==> config.mk <==
export PLATFORM = sky130hd
export DESIGN_NAME = number_slot_sequencer
export DESIGN_NICKNAME = d
export VERILOG_FILES = /design/src/rtl/number_slot_sequencer.sv
export SDC_FILE = /design/constraint.sdc
export NUM_CORES = 1
export LEC_CHECK = 0
export ABC_AREA = 0
export BUFFER_PORTS_ARGS = -buffer_cell sky130_fd_sc_hd__buf_2
export CORE_ASPECT_RATIO = 1.1
export CORE_MARGIN = 5
export CORE_UTILIZATION = 35
export CTS_CLUSTER_SIZE = 30
export DETAILED_ROUTE_END_ITERATION = 6
export SLEW_MARGIN = 25
export SYNTH_ARGS = -nofsm -noshare
export SYNTH_HDL_FRONTEND = slang
export SYNTH_SLANG_ARGS = --single-unit
==> constraint.sdc <==
create_clock -name clock -period 3.82 [get_ports clock]
set_input_delay 0 -clock clock [delete_from_list [all_inputs] [get_ports clock]]
set_output_delay 0 -clock clock [all_outputs]
set_load 0.03 [all_outputs]
==> src/rtl/number_slot_sequencer.sv <==
// Captures a packed bank of SLOTS numbers on start and presents them one at a
// time over valid/ready, optionally skipping zero-valued slots.
module number_slot_sequencer #(
    parameter int unsigned SLOTS     = 10,
    parameter int unsigned WIDTH     = 20,
    parameter bit          SKIP_ZERO = 1'b1
) (
    input  logic                   clock,
    input  logic                   resetn,
    input  logic                   start,
    input  logic                   abort,
    input  logic [SLOTS*WIDTH-1:0] number,
    input  logic                   out_ready,
    output logic                   out_valid,
    output logic [WIDTH-1:0]       out_number,
    output logic [3:0]             out_index,
    output logic [3:0]             out_count,
    output logic                   busy,
    output logic                   done
);
    localparam int unsigned IDX_W  = 4;
    localparam int unsigned BANK_W = SLOTS * WIDTH;
    localparam logic [IDX_W-1:0] LAST_IDX = IDX_W'(SLOTS - 1);

    typedef enum logic [1:0] {
        S_IDLE,
        S_SCAN,
        S_PRESENT,
        S_FINISH
    } state_t;

    state_t             r_state;
    state_t             w_state_nxt;
    logic [BANK_W-1:0]  r_bank;
    logic [BANK_W-1:0]  w_bank_nxt;
    logic [IDX_W-1:0]   r_idx;
    logic [IDX_W-1:0]   w_idx_nxt;
    logic               r_valid;
    logic               w_valid_nxt;
    logic [WIDTH-1:0]   r_number;
    logic [WIDTH-1:0]   w_number_nxt;
    logic [IDX_W-1:0]   r_index;
    logic [IDX_W-1:0]   w_index_nxt;
    logic [IDX_W-1:0]   r_count;
    logic [IDX_W-1:0]   w_count_nxt;
    logic               r_busy;
    logic               r_done;

    logic [WIDTH-1:0]   w_slots [SLOTS];
    logic [WIDTH-1:0]   w_slot;
    logic               w_last;

    // Unpack the captured bank so the current slot is a simple array read.
    for (genvar g = 0; g < SLOTS; g++) begin : g_slot
        assign w_slots[g] = r_bank[g*WIDTH +: WIDTH];
    end

    assign w_slot = w_slots[r_idx];
    assign w_last = (r_idx == LAST_IDX);

    always_ff @(posedge clock) begin
        if (!resetn) begin
            r_state  <= S_IDLE;
            r_bank   <= '0;
            r_idx    <= '0;
            r_valid  <= 1'b0;
            r_number <= '0;
            r_index  <= '0;
            r_count  <= '0;
            r_busy   <= 1'b0;
            r_done   <= 1'b0;
        end else begin
            r_state  <= w_state_nxt;
            r_bank   <= w_bank_nxt;
            r_idx    <= w_idx_nxt;
            r_valid  <= w_valid_nxt;
            r_number <= w_number_nxt;
            r_index  <= w_index_nxt;
            r_count  <= w_count_nxt;
            r_busy   <= (w_state_nxt != S_IDLE);
            r_done   <= (w_state_nxt == S_FINISH);
        end
    end

    // Abort takes priority over every transition, including a pending handshake.
    always_comb begin
        w_state_nxt  = r_state;
        w_bank_nxt   = r_bank;
        w_idx_nxt    = r_idx;
        w_valid_nxt  = r_valid;
        w_number_nxt = r_number;
        w_index_nxt  = r_index;
        w_count_nxt  = r_count;

        case (r_state)
            S_IDLE: begin
                if (start && !abort) begin
                    w_bank_nxt  = number;
                    w_idx_nxt   = '0;
                    w_count_nxt = '0;
                    w_state_nxt = S_SCAN;
                end
            end
            S_SCAN: begin
                if (abort) begin
                    w_state_nxt = S_IDLE;
                end else if (SKIP_ZERO && (w_slot == '0)) begin
                    if (w_last) begin
                        w_state_nxt = S_FINISH;
                    end else begin
                        w_idx_nxt = r_idx + IDX_W'(1);
                    end
                end else begin
                    w_number_nxt = w_slot;
                    w_index_nxt  = r_idx;
                    w_valid_nxt  = 1'b1;
                    w_state_nxt  = S_PRESENT;
                end
            end
            S_PRESENT: begin
                if (abort) begin
                    w_valid_nxt = 1'b0;
                    w_state_nxt = S_IDLE;
                end else if (out_ready) begin
                    w_count_nxt = r_count + IDX_W'(1);
                    w_valid_nxt = 1'b0;
                    if (w_last) begin
                        w_state_nxt = S_FINISH;
                    end else begin
                        w_idx_nxt   = r_idx + IDX_W'(1);
                        w_state_nxt = S_SCAN;
                    end
                end
            end
            S_FINISH: begin
                w_state_nxt = S_IDLE;
            end
            default: begin
                w_state_nxt = S_IDLE;
            end
        endcase
    end

    assign out_valid  = r_valid;
    assign out_number = r_number;
    assign out_index  = r_index;
    assign out_count  = r_count;
    assign busy       = r_busy;
    assign done       = r_done;

endmodule
==> flow_metrics.tcl <==
set metrics [dict create \
    status "finished clean" \
    seq_area_um2 4750 \
    tns_ns 0 \
    antennaDiodeCount 0 \
    wirelength_mm 35.6 \
    nNetsFinal 1838 \
    final.min_clock_period_ns 3.36 \
    grt_pass1_vias 10200 \
    ant_nets 0 \
    yosysTopAreaCell "dfxtp_1" \
    switching_share_pct 27.9 \
    fin_ws_ns 0.462 \
    slew_headroom_pct 36.6 \
    combPwrFrac_pct 19.9 \
    final-setup-viol-count 0 \
    pwr-share-seq_pct 42.5 \
    die_w_um 173 \
    ios 236 \
    viasPerCell 5.08 \
    yosysTopAreaCellShare_pct 46.3 \
    io_buffers 235 \
    synth_fp_nets 1457 \
    area_growth_pct 41.6 \
    postCtsSetupBuffers 0 \
    max_freq_mhz 298 \
    tightest_slew_ns 0.949 \
    antenna_found_initial 1 \
    dieArea_um2 32800 \
    cts_sinks 237 \
    h-tree-depth 1 \
    cts_tree "done" \
    start_kind "flip-flop" \
    syn_avg_cell_area_um2 8.23 \
    yosysSeqAreaShare_pct 46.3 \
    synth_flop_cell "dfxtp_1" \
    total_leakage_power_nw 5.63 \
    core_area_um2 28800 \
    p_per_area_nw_per_um2 454 \
    timing.final.crit_share_pct 87.9 \
    yosysMostFrequentCell "nand2_1" \
    required_ns 4.18 \
    p_sw_w 0.00184 \
    ys_seq_elements 237 \
    cts_buffers 25 \
    yosysWarnings 0 \
    cts_hold_buf 202 \
    rsz0062_at_grt "no" \
    drv_slew 0 \
    async_flop_share_pct 0 \
    clock_power_share_pct 37.6 \
    insertion_delay_ns 0.52 \
    drc 0 \
    critical_path_class "flip-flop to flip-flop" \
    fill_cells 2695 \
    grt_max_degree 137 \
    syn_inst 1244 \
    drive_gt1_share_pct 21.8 \
    synth_commonest_cells "nand2_1 (458), dfxtp_1 (237), a21oi_1 (207), clkbuf_1 (79), mux2i_1 (46)" \
    internal_power_w 0.00475 \
    initial_core_util_pct 35.6 \
    grt_use_total_pct 20.8 \
    end_kind "flip-flop" \
    rows 65 \
    ctsResizeCount 0 \
    wl_per_cell_um 17.7 \
    drtIter0Drc 731 \
    synth_cell_types 46 \
    crit_arrival_ns 3.72 \
    synth_area_um2 10200 \
    synth_edf_count 0 \
    drtPass1Iterations 5 \
    hpwl_mm 24.3 \
    grt_overflow 0 \
    synth_area_leaders "dfxtp_1 (46%), nand2_1 (17%), a21oi_1 (10%)" \
    grt_pass1_wl_mm 55.0 \
    finClkSkew_ns 0.00949 \
    fp.dieH_um 189 \
    multi_input_area_um2 5040 \
    peakVddDrop_mv 0.274 \
    min_path_type "input port to flip-flop" \
    gp_congestion 0.924 \
    crit_fanout 39 \
    cts.path.max_buffers 3 \
    clkTransAtPathRegs_ns 0.06 \
    final_hold_viol_count 0 \
    post-place-ws_ns 0.449 \
    drv_cap 0 \
    root_buffer "clkbuf_16" \
    num_vias 10200 \
]
[registers in the layout (all words and copies together), names as in the netlist]
name        count
r_bank        200
out_number     20
out_count       4
out_index       4
r_idx           4
r_state         2
busy            1
done            1
out_valid       1
[cells in the final DEF (no fill, tap or decap), types with 2 or more instances in the layout]
cell type      instances
mux4_2                24
nand2_1              458
nand4_1                2
o32ai_1               16
nor4b_2                2
dlygate4sd3_1        202
ha_1                   8
o21ai_0               10
a311oi_1               2
mux2i_1               46
a21oi_1              207
buf_4                 14
nand3b_1               3
buf_2                235
nor4_1                 4
clkbuf_1               5
buf_12                 3
xor2_1                 2
clkbuf_16             26
o2bb2ai_1              2
nor2_1                25
dfxtp_1              235
nor3_1                 3
nor2b_1                3
clkbuf_8               6
inv_1                  8
o22ai_1               21
mux2_2                32
bufinv_16              2
nand3_1                6
nand2b_1               3
clkinv_2               5
[power groups by stage]
stage	Clock (W)	Combinational [W]	Sequential [W]
floorplan	0	0.000834	0.00279
global placement	0	0.00112	0.00286
detailed placement	0	0.00113	0.00286
CTS	0.00251	0.00130	0.00280
global route	0.00263	0.00144	0.00282
finish	0.00248	0.00131	0.00280
[critical path, stage by stage, from the launching register on]
cell and delay [ns]:
dfxtp_4 0.72, buf_4 0.33, mux4_2 0.25, nor2_1 0.05, o32ai_1 0.36, nor4_1 0.10, and4_1 0.37, a21oi_4 0.80
o21ai_0 0.19
[stage by stage]
step,util [%],instances,total power [W],area (um2),hold WS [ns]
final,50.4,2011,0.00659,14500,0.0176
after global routing,50.4,2011,0.00689,14500,0.0804
after CTS,50.4,2011,0.00662,14500,0.00394
after floorplan,-,1244,0.00362,10200,0.136
after detailed placement,40.4,1764,0.00399,11600,0.246
after global placement,40.4,1764,0.00398,11600,0.241
[path summary, 6_finish.rpt]
kind	to	startpoint	cells after the start	slack, ns
setup / recovery	out_number[17]	r_idx[0]	8	0.46
hold / removal	out_valid	abort	4	0.02
setup reg to reg	out_number[17]	r_idx[0]	8	0.46
hold reg to reg	r_bank[98]	r_bank[98]	2	0.45
[logic make-up (layout without fill, tap and decap cells)]
kind of cell / Yosys count / after routing / synth area share, %
simple gates: 516 / 516 / 19.9
compound gates: 270 / 270 / 14.7
flops: 237 / 237 / 46.3
buf+inv: 109 / 508 / 4.58
mux: 102 / 102 / 13.3
fa+ha+maj: 8 / 8 / 0.978
xor+xnor: 2 / 2 / 0.171
[area by class of cell]
| class | count | share of cell area (%) |
|---|---|---|
| multi-input combinational | 898 | 34.8 |
| clock inverter | 8 | 0.639 |
| tap | 368 | 3.18 |
| inverter | 9 | 0.267 |
| clock buffer | 37 | 5.19 |
| timing repair buffer | 454 | 23.2 |
| sequential | 237 | 32.8 |
[layer usage]
metal / GRT usage, % / wire length [um] / vias up
met3: 3.47 / 1890 / 106
met5: 0 / 13 / -
met2: 35.4 / 17100 / 348
met1: 25.3 / 14500 / 4794
li1: - / - / 4966
met4: 11.1 / 2070 / 2
No activity file was read; power rests on OpenSTA's default activity.
